==> src/rtl/bus_xfer_ctrl_if.sv <==
// Command and strobe bundle between the bus-transfer controller and its environment.
// Handshake: a command transfers at any posedge where cmd_valid && cmd_ready; cmd_* may change afterwards.
interface bus_xfer_ctrl_if #(
  parameter int NREG = 4,
  parameter int DW   = 8,
  parameter int IW   = 2
);
  logic            cmd_valid;
  logic            cmd_ready;
  logic [1:0]      cmd_op;
  logic [IW-1:0]   cmd_src;
  logic [IW-1:0]   cmd_dst;
  logic [DW-1:0]   cmd_imm;
  logic [DW-1:0]   bus_in;
  logic [NREG-1:0] oa;
  logic [NREG-1:0] wa;
  logic            imm_oe;
  logic [DW-1:0]   bus_out;
  logic [DW-1:0]   rd_data;
  logic            rd_valid;
  logic            err;
  logic            busy;

  modport master (
    input  cmd_valid, cmd_op, cmd_src, cmd_dst, cmd_imm, bus_in,
    output cmd_ready, oa, wa, imm_oe, bus_out, rd_data, rd_valid, err, busy
  );

  modport slave (
    output cmd_valid, cmd_op, cmd_src, cmd_dst, cmd_imm, bus_in,
    input  cmd_ready, oa, wa, imm_oe, bus_out, rd_data, rd_valid, err, busy
  );
endinterface

==> src/rtl/bus_xfer_ctrl.sv <==
// Shared-bus transfer initiator: sequences one driver (register oa or immediate) per
// transfer through a settle cycle and a latch cycle, so the bus never has two drivers.
module bus_xfer_ctrl #(
  parameter int NREG = 4,
  parameter int DW   = 8,
  parameter int IW   = 2
) (
  input  logic               clk,
  input  logic               clr,
  bus_xfer_ctrl_if.master    bus,
  output logic [1:0]         state_o
);
  typedef enum logic [1:0] {
    S_IDLE  = 2'd0,
    S_DRIVE = 2'd1,
    S_LATCH = 2'd2
  } state_e;

  localparam logic [1:0]      OP_MOVE  = 2'b00;
  localparam logic [1:0]      OP_LOADI = 2'b01;
  localparam logic [1:0]      OP_READ  = 2'b10;
  localparam logic [IW:0]     NREG_L   = (IW+1)'(NREG);
  localparam logic [NREG-1:0] ONE      = {{(NREG-1){1'b0}}, 1'b1};

  state_e          state_q, state_d;
  logic [1:0]      op_q, op_d;
  logic [IW-1:0]   dst_q, dst_d;
  logic [NREG-1:0] oa_q, oa_d;
  logic [NREG-1:0] wa_q, wa_d;
  logic            imm_oe_q, imm_oe_d;
  logic [DW-1:0]   bus_out_q, bus_out_d;
  logic [DW-1:0]   rd_data_q, rd_data_d;
  logic            rd_valid_q, rd_valid_d;
  logic            err_q, err_d;
  logic            cmd_ready;
  logic            src_ok, dst_ok, legal;

  assign cmd_ready = (state_q == S_IDLE) && !clr;
  assign src_ok    = {1'b0, bus.cmd_src} < NREG_L;
  assign dst_ok    = {1'b0, bus.cmd_dst} < NREG_L;

  // Only the indices an opcode actually uses are range-checked.
  always_comb begin
    legal = 1'b0;
    case (bus.cmd_op)
      OP_MOVE:  legal = src_ok && dst_ok && (bus.cmd_src != bus.cmd_dst);
      OP_LOADI: legal = dst_ok;
      OP_READ:  legal = src_ok;
      default:  legal = 1'b0;
    endcase
  end

  always_comb begin
    state_d    = state_q;
    op_d       = op_q;
    dst_d      = dst_q;
    oa_d       = oa_q;
    wa_d       = wa_q;
    imm_oe_d   = imm_oe_q;
    bus_out_d  = bus_out_q;
    rd_data_d  = rd_data_q;
    rd_valid_d = 1'b0;
    err_d      = 1'b0;
    case (state_q)
      S_IDLE: begin
        if (bus.cmd_valid && cmd_ready) begin
          op_d  = bus.cmd_op;
          dst_d = bus.cmd_dst;
          if (!legal) begin
            err_d = 1'b1;
          end else begin
            state_d = S_DRIVE;
            if (bus.cmd_op == OP_LOADI) begin
              imm_oe_d  = 1'b1;
              bus_out_d = bus.cmd_imm;
            end else begin
              oa_d = ONE << bus.cmd_src;
            end
          end
        end
      end
      S_DRIVE: begin
        state_d = S_LATCH;
        if (op_q != OP_READ) wa_d = ONE << dst_q;
      end
      S_LATCH: begin
        state_d  = S_IDLE;
        oa_d     = '0;
        wa_d     = '0;
        imm_oe_d = 1'b0;
        if (op_q == OP_READ) begin
          rd_data_d  = bus.bus_in;
          rd_valid_d = 1'b1;
        end
      end
      default: begin
        state_d  = S_IDLE;
        oa_d     = '0;
        wa_d     = '0;
        imm_oe_d = 1'b0;
      end
    endcase
  end

  always_ff @(posedge clk) begin
    if (clr) begin
      state_q    <= S_IDLE;
      op_q       <= 2'b00;
      dst_q      <= '0;
      oa_q       <= '0;
      wa_q       <= '0;
      imm_oe_q   <= 1'b0;
      bus_out_q  <= '0;
      rd_data_q  <= '0;
      rd_valid_q <= 1'b0;
      err_q      <= 1'b0;
    end else begin
      state_q    <= state_d;
      op_q       <= op_d;
      dst_q      <= dst_d;
      oa_q       <= oa_d;
      wa_q       <= wa_d;
      imm_oe_q   <= imm_oe_d;
      bus_out_q  <= bus_out_d;
      rd_data_q  <= rd_data_d;
      rd_valid_q <= rd_valid_d;
      err_q      <= err_d;
    end
  end

  assign bus.cmd_ready = cmd_ready;
  assign bus.oa        = oa_q;
  assign bus.wa        = wa_q;
  assign bus.imm_oe    = imm_oe_q;
  assign bus.bus_out   = bus_out_q;
  assign bus.rd_data   = rd_data_q;
  assign bus.rd_valid  = rd_valid_q;
  assign bus.err       = err_q;
  assign bus.busy      = (state_q != S_IDLE);
  assign state_o       = state_q;
endmodule

==> src/flat_wrapper.sv <==
// flat-port wrapper written by rule: the top's interface ports become plain ports
module bus_xfer_ctrl_flat 
#(
  parameter int NREG = 4,
  parameter int DW   = 8,
  parameter int IW   = 2
)
  (clk, clr, state_o, bus_cmd_valid, bus_cmd_op, bus_cmd_src, bus_cmd_dst, bus_cmd_imm, bus_bus_in, bus_cmd_ready, bus_oa, bus_wa, bus_imm_oe, bus_bus_out, bus_rd_data, bus_rd_valid, bus_err, bus_busy);
  bus_xfer_ctrl_if #(.NREG(NREG), .DW(DW), .IW(IW)) bus_i ();
  input  logic clk;
  input  logic clr;
  output logic [1:0] state_o;
  input wire logic [$bits(bus_i.cmd_valid)-1:0] bus_cmd_valid;
  input wire logic [$bits(bus_i.cmd_op)-1:0] bus_cmd_op;
  input wire logic [$bits(bus_i.cmd_src)-1:0] bus_cmd_src;
  input wire logic [$bits(bus_i.cmd_dst)-1:0] bus_cmd_dst;
  input wire logic [$bits(bus_i.cmd_imm)-1:0] bus_cmd_imm;
  input wire logic [$bits(bus_i.bus_in)-1:0] bus_bus_in;
  output wire logic [$bits(bus_i.cmd_ready)-1:0] bus_cmd_ready;
  output wire logic [$bits(bus_i.oa)-1:0] bus_oa;
  output wire logic [$bits(bus_i.wa)-1:0] bus_wa;
  output wire logic [$bits(bus_i.imm_oe)-1:0] bus_imm_oe;
  output wire logic [$bits(bus_i.bus_out)-1:0] bus_bus_out;
  output wire logic [$bits(bus_i.rd_data)-1:0] bus_rd_data;
  output wire logic [$bits(bus_i.rd_valid)-1:0] bus_rd_valid;
  output wire logic [$bits(bus_i.err)-1:0] bus_err;
  output wire logic [$bits(bus_i.busy)-1:0] bus_busy;
  assign bus_i.cmd_valid = bus_cmd_valid;
  assign bus_i.cmd_op = bus_cmd_op;
  assign bus_i.cmd_src = bus_cmd_src;
  assign bus_i.cmd_dst = bus_cmd_dst;
  assign bus_i.cmd_imm = bus_cmd_imm;
  assign bus_i.bus_in = bus_bus_in;
  assign bus_cmd_ready = bus_i.cmd_ready;
  assign bus_oa = bus_i.oa;
  assign bus_wa = bus_i.wa;
  assign bus_imm_oe = bus_i.imm_oe;
  assign bus_bus_out = bus_i.bus_out;
  assign bus_rd_data = bus_i.rd_data;
  assign bus_rd_valid = bus_i.rd_valid;
  assign bus_err = bus_i.err;
  assign bus_busy = bus_i.busy;
  bus_xfer_ctrl #(.NREG(NREG), .DW(DW), .IW(IW)) u_core (.clk(clk), .clr(clr), .bus(bus_i), .state_o(state_o));
endmodule
==> config.mk <==
export PLATFORM = sky130hd
export DESIGN_NAME = bus_xfer_ctrl_flat
export DESIGN_NICKNAME = d
export VERILOG_FILES = /design/src/rtl/bus_xfer_ctrl_if.sv /design/src/rtl/bus_xfer_ctrl.sv /design/src/flat_wrapper.sv
export SDC_FILE = /design/constraint.sdc
export NUM_CORES = 1
export LEC_CHECK = 0
export CAP_MARGIN = 20
export CORE_UTILIZATION = 40
export DETAILED_ROUTE_END_ITERATION = 10
export GPL_TIMING_DRIVEN = 1
export HOLD_SLACK_MARGIN = 0.03
export PLACE_DENSITY_LB_ADDON = 0.2
export SLEW_MARGIN = 10
export SYNTH_ARGS = -nofsm -noshare
export SYNTH_HDL_FRONTEND = slang
export SYNTH_SLANG_ARGS = --single-unit
==> constraint.sdc <==
create_clock -name clk -period 2.33 [get_ports clk]
set_input_delay 0.466 -clock clk [delete_from_list [all_inputs] [get_ports clk]]
set_output_delay 0.466 -clock clk [all_outputs]
set_load 0.02 [all_outputs]
==> results.md, run 1 <==
- Run status: finished, final reports clean
- Register Area: 662 sq um
- Final slew viol count: 0
- Synth area leaders: dfxtp_1, a21oi_1, nand2_1, nand3_1, a32o_1
- Hold Vio Cnt, Final: 0
- Hold_sp: u_core.bus.wa[0]
- Final setup viols: 0
- Worst setup SP type: input pin
- Max Cap Viol: 0
- Iteration count of the initial detailed-routing pass: 4
- Tcrit/Tclk final: 0.958
- Starting Density: 0.417
- Largest net degree at the start of global routing: 30
- Synthesized Nets: 184
- Power Dens Cells: 581 nW/um^2
- #FFs+latches synth: 33
- Crit path launch: clr
- Crit-path max FO: 3
- CP Class: input pin to primary output
- DRC viols: 0
- Tightest Hold Check Type: flop to flop
- Core box area: 3340 sq um
- R2R Path End: u_core.bus.wa[2]
- PortBufs: 55
- Initial drt markers: 45
- Fmax: 448 MHz
- Crit path required time: 1860 ps
- TNS Setup: 0 ps
- Cells on worst reg2reg path: 3
- Clock Tree Buf Depth: 2
- R2R Path Start: u_core.state_o[1]
- RSZ-0062 raised after global routing: no
- Initial antenna violation count: 0
- Setup Buffers After CTS: 0
- Max transition margin: 0.571
- Clock Tree Root: clkbuf_4
- CP arrival: 1770 ps
- Clk sinks: 33
- Number of library cell types mapped by synthesis: 35
- Sequential area share after synthesis: 0.475
- Synth warn: 0
- Post-DR wirelength/cell: 13.4 um
- H-tree level count: 2
- CP endpoint kind: primary output
- Wirelength, routed: 3490 um
- Synthesized cell area: 1390 sq um
- Num rows: 21
- Inserted Clock Buffers: 5
- Vias: 1,351
- P&R area growth vs syn: 48.3%
- Pin slew with the least headroom to its limit: 640 ps
- Synth Area per Inst: between 8 and 9 sq um
- Routability Congestion: around 0.8
- IO Count: 56
- Share of cells above drive strength 1: 0.0977
- Post-DP Area: 1980 sq um
- Cell count after synthesis: 156
- DR vias/cell: 5.18
- Remaining Overflow, GRT: 0
- Die Wd: 61.0 um
- Reg clk slew, reported paths: 100 ps
- Power Total: 1.20 mW
- Die ar.: 3720 sq um
- Vias in the first global route: 1,280
- DIE HEIGHT: 61.0 um
- Dpl hpwl: 2660 um
- Leak: around 0.73 nW
- Crit path to: bus_cmd_ready
- Clk_lat worst skew: 340 ps
- Gr usage total: 0.213
- Worst VDD drop: 448 uV
- Inserted Diodes: 0
- Area leader, netlist: dfxtp_1
- Final ANT Viol Nets: 0
- First-pass GRT wire length: 5690 um
- Nets@finish: about 240
- R2R Setup Slk: 710 ps
- Final min period: between 2000 and 2500 ps
- Share of the synthesized area in the top cell type: 0.475
- Skew final: 7.15 ps
- Filler cell count: 314
- Multi-input logic area: 663 sq um
- Cell area after layout: ~2100 sq um
- CTS tree: done
## synthesized netlist by cell type
| master | instances |
|---|---|
| a31oi_1 | 2 |
| or2_2 | 2 |
| nand4bb_1 | 2 |
| nor2_1 | 4 |
| nor4b_4 | 1 |
| xor2_1 | 2 |
| and3_1 | 1 |
| inv_1 | 6 |
| o21ai_1 | 1 |
| or4b_1 | 1 |
| nor3_1 | 1 |
| or3b_2 | 1 |
| nor2b_1 | 1 |
| o21ai_0 | 8 |
| o31ai_1 | 1 |
| o211ai_1 | 2 |
| nand2_1 | 29 |
| or4_1 | 1 |
| nor4bb_1 | 1 |
| o31a_2 | 1 |
| nand2b_4 | 1 |
| nand3_1 | 9 |
| buf_4 | 1 |
| a32o_1 | 4 |
| and3b_1 | 1 |
| nand2b_2 | 1 |
| and2_2 | 1 |
| or4b_2 | 1 |
| ha_1 | 3 |
| o211a_1 | 1 |
| buf_6 | 2 |
| dfxtp_1 | 33 |
| a21oi_1 | 25 |
| clkbuf_1 | 4 |
| nor3b_2 | 1 |
## critical path: stages
cell	delay, ps
clkdlybuf4s50_1	420
nor3_1	140
buf_4	150
clkdlybuf4s50_1	590
## layout by cell type, fill, tap and decap left out, types with 4 or more instances in the layout
master,n
dfxtp_1,32
clkbuf_4,5
a32o_1,4
inv_1,6
o21ai_0,8
a21oi_1,25
nand2_1,29
clkdlybuf4s50_1,55
nor2_1,4
nand3_1,9
## state kept, by name, summed over array words and instances, names as in the netlist
| register | cells |
|---|---|
| u_core.bus.wa | 4 |
| u_core.op_q | 2 |
| u_core.bus.bus_out | 8 |
| u_core.bus.rd_data | 8 |
| u_core.bus.oa | 4 |
| u_core.bus.rd_valid | 1 |
| u_core.bus.imm_oe | 1 |
| u_core.dst_q | 2 |
| u_core.bus.err | 1 |
| u_core.state_o | 2 |
## what timing repair did
item                       in CTS  in global routing
gates resized for setup         0                  1
setup endpoints to repair       0                  1
hold buffers                    0                  0
## how the worst min path moves through the flow
stage               cells past startpoint  slack (ps)                to
floorplan                               2         430    u_core.op_q[0]
global placement                        2         440    u_core.op_q[0]
detailed placement                      2         450  u_core.bus.wa[0]
CTS                                     2         460  u_core.bus.wa[0]
global route                            2         480  u_core.bus.wa[3]
finish                                  2         460  u_core.bus.wa[0]
## metal layers
layer | track usage | part of all wire
met5 | 0 | 0
met4 | 0.110 | 0.025
met3 | 0.0661 | 0.058
met2 | 0.375 | 0.51
met1 | 0.229 | 0.40
## through the flow
step	utilization	setup WS [ps]	instances	hold slack, ps
after floorplan	-	610	156	431
after global placement	0.592	89.0	253	440
after detailed placement	0.592	13.5	253	445
after CTS	0.618	77.7	261	458
after global routing	0.618	39.0	261	481
final	0.618	98.5	261	455
## kinds of logic after synthesis
logic type      synth area share
buf+inv                   0.0486
compound gates             0.191
fa+ha+maj                 0.0270
simple gates               0.246
xor+xnor                  0.0126
flops                      0.475
## area by class of cell
| cell class | count | share of cell area |
|---|---|---|
| clock buffers | 7 | 0.0267 |
| repair buffers | 58 | 0.278 |
| multi-input cells | 110 | 0.321 |
| well taps | 46 | 0.0279 |
| clock inverters | 1 | 0.0146 |
| flip-flops and latches | 33 | 0.321 |
| inverters | 6 | 0.0109 |
## where the power goes
part | total, mW | leakage (nW) | internal [mW] | switching (mW)
clock network | 0.453 | 0.0455 | 0.256 | 0.197
logic | 0.159 | 0.421 | 0.0848 | 0.0743
registers | 0.587 | 0.267 | 0.576 | 0.0113
Power figures use the tool's default switching activity.
==> inputs of run 2 (changes only) <==
CORE_MARGIN = 2   (was default)
CTS_CLUSTER_DIAMETER = 150   (was default)
HOLD_SLACK_MARGIN = 0.06   (was 0.03)
==> results.md, run 2 (synthesis results as in run 1) <==
- Delay-heaviest family, CP: buffers and inverters
- Max Cap Viol: 0 (unchanged)
- Gr usage total: 0.191 (-0.0218)
- Initial drt markers: 55 (+22%)
- Iteration count of the initial detailed-routing pass: 4 (unchanged)
- Inserted Diodes: 0 (unchanged)
- CP arrival: 1730 ps (-40 ps)
- RSZ-0062 raised after global routing: no
- Run status: finished, final reports clean
- Reg clk slew, reported paths: 90 ps (about the same)
- Nets@finish: 242 (unchanged)
- Number of hold buffers added after cts: 0 (unchanged)
- Num rows: 21 (unchanged)
- Leak: 0.722 nW (-1.6%)
- DIE HEIGHT: 63.0 um (+3.3%)
- Setup Buffers After CTS: 0 (unchanged)
- Hold Vio Cnt, Final: 0 (unchanged)
- Max transition margin: 0.564 (-0.00774)
- H-tree level count: 2 (unchanged)
- Final min period: 2190 ps (-37.2 ps)
- Pin slew with the least headroom to its limit: 652 ps (+11.6 ps)
- First-pass GRT wire length: 6000 um (+5.3%)
- Post-DR wirelength/cell: 13.3 um (-0.57%)
- Final ANT Viol Nets: 0 (unchanged)
- Wirelength, routed: 3450 um (-0.95%)
- Inserted Clock Buffers: 5 (unchanged)
- Final slew viol count: 0 (unchanged)
- Routability Congestion: 0.846 (+3.8%)
- Die Wd: 63.0 um (+3.3%)
- Commonest cells after routing, fill and taps aside: clkdlybuf4s50_1, dfxtp_1, nand2_1
- CP Class: input pin to primary output
- Dpl hpwl: 2590 um (-2.7%)
- Clock Tree Root: clkbuf_4
- Commonest non-fill, non-tap cell in the layout: clkdlybuf4s50_1
- CP max stage delay: 640 ps (+50 ps)
- Largest net degree at the start of global routing: 30 (unchanged)
- Die ar.: 3970 sq um (+6.7%)
- Vias: 1,304 (-3.5%)
- CP endpoint kind: primary output
- Clk sinks: 33 (unchanged)
- Initial antenna violation count: 0 (unchanged)
- TNS Setup: 0 ps (unchanged)
- Tcrit/Tclk final: 0.942 (-0.0160)
- Tightest Hold Check Type: flop to flop
- P&R area growth vs syn: 46.5%
- Power Dens Cells: 526 nW/um^2 (-9.6%)
- Buffers and inverters on the worst path: 2 (-1)
- Worst VDD drop: 338 uV (-25%)
- Slowest-stage cell, CP: clkdlybuf4s50_1
- Clk_lat worst skew: 330 ps (about the same)
- Post-CTS sizing: 0 (unchanged)
- PortBufs: 55 (unchanged)
- Fmax: 456 MHz (+1.7%)
- IO Count: 56 (unchanged)
- Critical path cell sequence: clkdlybuf4s50_1 -> nor3_2 -> clkdlybuf4s50_1
- CP dominant cell by count: clkdlybuf4s50_1
- DR vias/cell: 5.02 (-3.1%)
- Starting Density: 0.417 (unchanged)
- Vias in the first global route: 1,348 (+5.3%)
- Core box area: 3340 sq um (unchanged)
- Worst setup SP type: input pin
- Skew final: 6.80 ps (-0.355 ps)
- Final setup viols: 0 (unchanged)
- DRC viols: 0 (unchanged)
- Crit path required time: 1860 ps (about the same)
- Worst hold slack: 453 ps (-1.70 ps)
- Clock Tree Buf Depth: 2 (unchanged)
- Share of cells above drive strength 1: 0.0981 (+0.000456)
- Remaining Overflow, GRT: 0 (unchanged)
- CTS tree: done
- Crit-path max FO: 2 (-1)
## run 2: stage by stage
stage                     worst slack (ps)   util  cell area [sq um]  total power, mW  instances
after global placement                62.2  0.592               1980            0.754        253
after global routing                  73.1  0.611               2040             1.13        260
after detailed placement              46.0  0.592               1980            0.758        253
after CTS                             58.2  0.609               2030             1.08        260
after floorplan                        610      -               1390            0.674        156
final                                  136  0.611               2040             1.07        260
## run 2: cell type report
type	instances	area (sq um)
tap	46	57.6
fill	320	1300
sequential	33	662
timing repair buffer	58	573
multi-input combinational	110	668
inverter	6	22.5
clock buffer	7	55.1
## run 2: worst reg2reg max path, stage by stage, from the launching register on
cell     delay, ps
dfxtp_2        500
a21oi_1        220
or4b_2         650
a21oi_1        170
## run 2: final timing paths
kind,cells after the start,slack (ps),endpoint,start
worst max register to register,3,710,u_core.bus.wa[2],u_core.state_o[0]
worst min register to register,2,450,u_core.bus.wa[1],u_core.bus.wa[1]
worst max-delay path,3,140,bus_cmd_ready,clr
worst min-delay path,2,450,u_core.bus.wa[1],u_core.bus.wa[1]
## run 2: report_power, final
| group | total (mW) | internal, mW | switching, mW |
|---|---|---|---|
| clock | 0.326 | 0.142 | 0.184 |
| sequential | 0.588 | 0.576 | 0.0117 |
| combinational | 0.158 | 0.0849 | 0.0733 |
## run 2: per-layer routing
layer	part of all wire	GRT usage
met4	0.012	0.0500
met5	0	0
met1	0.40	0.210
met3	0.067	0.0757
met2	0.52	0.340
==> inputs of run 3 (changes only) <==
DONT_BUFFER_PORTS = 1   (was default)
==> results.md, run 3 (synthesis results as in run 1) <==
- Run status: finished, final reports clean
- RSZ-0062 raised after global routing: no
- Share of cells above drive strength 1: 0.120 (+0.0221)
- Post-DR wirelength/cell: 15.6 um (+17%)
- Crit path launch: u_core.state_o[0]
- Commonest non-fill, non-tap cell in the layout: dfxtp_1
- First-pass GRT wire length: 5180 um (-14%)
- Max Cap Viol: 0 (unchanged)
- Initial antenna violation count: 0 (unchanged)
- CTS tree: done
- Core box area: 3340 sq um (unchanged)
- Skew final: 6.81 ps (+0.0121 ps)
- Remaining Overflow, GRT: 0 (unchanged)
- Worst setup SP type: flop
- Wirelength, routed: 3180 um (-7.9%)
- P&R area growth vs syn: 5.40%
- Crit path required time: 1860 ps (about the same)
- Clock Tree Buf Depth: 2 (unchanged)
- Number of hold buffers added after cts: 0 (unchanged)
- DIE HEIGHT: 63.0 um (unchanged)
- Fmax: 476 MHz (+4.5%)
- IO Count: 56 (unchanged)
- TNS Setup: 0 ps (unchanged)
- Vias in the first global route: 1,140 (-15%)
- R2R Path Start: u_core.state_o[0]
- Vias: 1,121 (-14%)
- Slowest-stage cell, CP: nor3_1
- Gr usage total: 0.170 (-0.0214)
- H-tree level count: 2 (unchanged)
- Delay-heaviest family, CP: simple AND/OR/NAND/NOR gates
- Max transition margin: 0.422 (-0.142)
- PortBufs: 0 (-100%)
- Largest net degree at the start of global routing: 31 (+3.3%)
- Final min period: 2100 ps (-94.4 ps)
- Commonest cells after routing, fill and taps aside: dfxtp_1, nand2_1, a21oi_1
- Initial drt markers: 78 (+42%)
- CP Class: flop to primary output
- Inserted Diodes: 0 (unchanged)
- Clk_lat worst skew: 330 ps (about the same)
- Final setup viols: 0 (unchanged)
- Power Dens Cells: 670 nW/um^2 (+27%)
- Hold Vio Cnt, Final: 0 (unchanged)
- Iteration count of the initial detailed-routing pass: 4 (unchanged)
- Power Total: 0.982 mW (-8.3%)
- Final slew viol count: 0 (unchanged)
- Setup Buffers After CTS: 0 (unchanged)
- Inserted Clock Buffers: 5 (unchanged)
- Die ar.: 3970 sq um (unchanged)
- CP endpoint kind: primary output
- CP max stage delay: 790 ps (+150 ps)
- Post-CTS sizing: 0 (unchanged)
- DR vias/cell: 5.50 (+9.6%)
- Worst VDD drop: 267 uV (-21%)
- Leak: 0.509 nW (-30%)
- Num rows: 21 (unchanged)
- Die Wd: 63.0 um (unchanged)
- Dpl hpwl: 2390 um (-7.7%)
- Filler cell count: 352 (+10%)
- Clk sinks: 33 (unchanged)
- Critical path cell sequence: nor3_1
- Pin slew with the least headroom to its limit: 861 ps (+209 ps)
- DRC viols: 0 (unchanged)
- Buffers and inverters on the worst path: 0 (-2)
- Starting Density: 0.417 (unchanged)
- Hold_sp: clr
- Reg clk slew, reported paths: 110 ps (+20 ps)
- Worst hold slack: 184 ps (-270 ps)
- Post-DP Area: 1410 sq um (-29%)
- Routability Congestion: 0.840 (-0.70%)
- Tcrit/Tclk final: 0.901 (-0.0405)
- Cell area after layout: 1470 sq um (-28%)
- Tightest Hold Check Type: input pin to flop
- Crit-path max FO: 10 (+8)
- Clock Tree Root: clkbuf_4
- Final ANT Viol Nets: 0 (unchanged)
- Nets@finish: 185 (-24%)
- CP arrival: 1630 ps (-100 ps)
-- run 3: cell types whose count changed in the layout (fill, tap and decap cells not counted), sizes merged --
cell,change
buf,-2
clkbuf,-2
clkdlybuf4s50,-55
clkinv,+2
clkinvlp,+1
-- run 3: worst paths after layout --
| kind | to | slack [ps] | depth (start not counted) |
|---|---|---|---|
| worst max-delay path | bus_cmd_ready | 230 | 1 |
| worst min-delay path | u_core.bus.bus_out[0] | 180 | 1 |
| worst min register to register | u_core.op_q[0] | 450 | 2 |
| worst max register to register | u_core.bus.oa[1] | 320 | 4 |
-- run 3: metal layers --
metal / track usage / routed length [um] / vias up
met4: 0.0861 / 40 / 0
met1: 0.167 / 1190 / 527
met3: 0.0703 / 294 / 5
met5: 0 / 0 / -
met2: 0.303 / 1650 / 40
li1: - / - / 549
-- run 3: layout make-up --
cell class / count / area [sq um] / share of cell area
multi-input combinational: 110 / 663 / 0.452
sequential: 33 / 661 / 0.451
tap: 46 / 57.6 / 0.0392
clock buffer: 5 / 37.5 / 0.0256
inverter: 6 / 22.5 / 0.0154
clock inverter: 3 / 17.5 / 0.0119
timing repair buffer: 1 / 7.51 / 0.00512
-- run 3: per-stage QoR --
step	utilization	cells	setup slack (ps)
6_report	0.439	204	230
5_1_grt	0.439	204	147
4_1_cts	0.439	204	232
3_5_place_dp	0.423	196	369
3_3_place_gp	0.423	196	462
2_1_floorplan	-	156	610
-- run 3: where the power goes --
part | switching [mW] | internal [mW] | total (mW)
Sequential | 0.0229 | 0.576 | 0.599
Clock | 0.199 | 0.114 | 0.313
Combinational | 0.0415 | 0.0291 | 0.0706
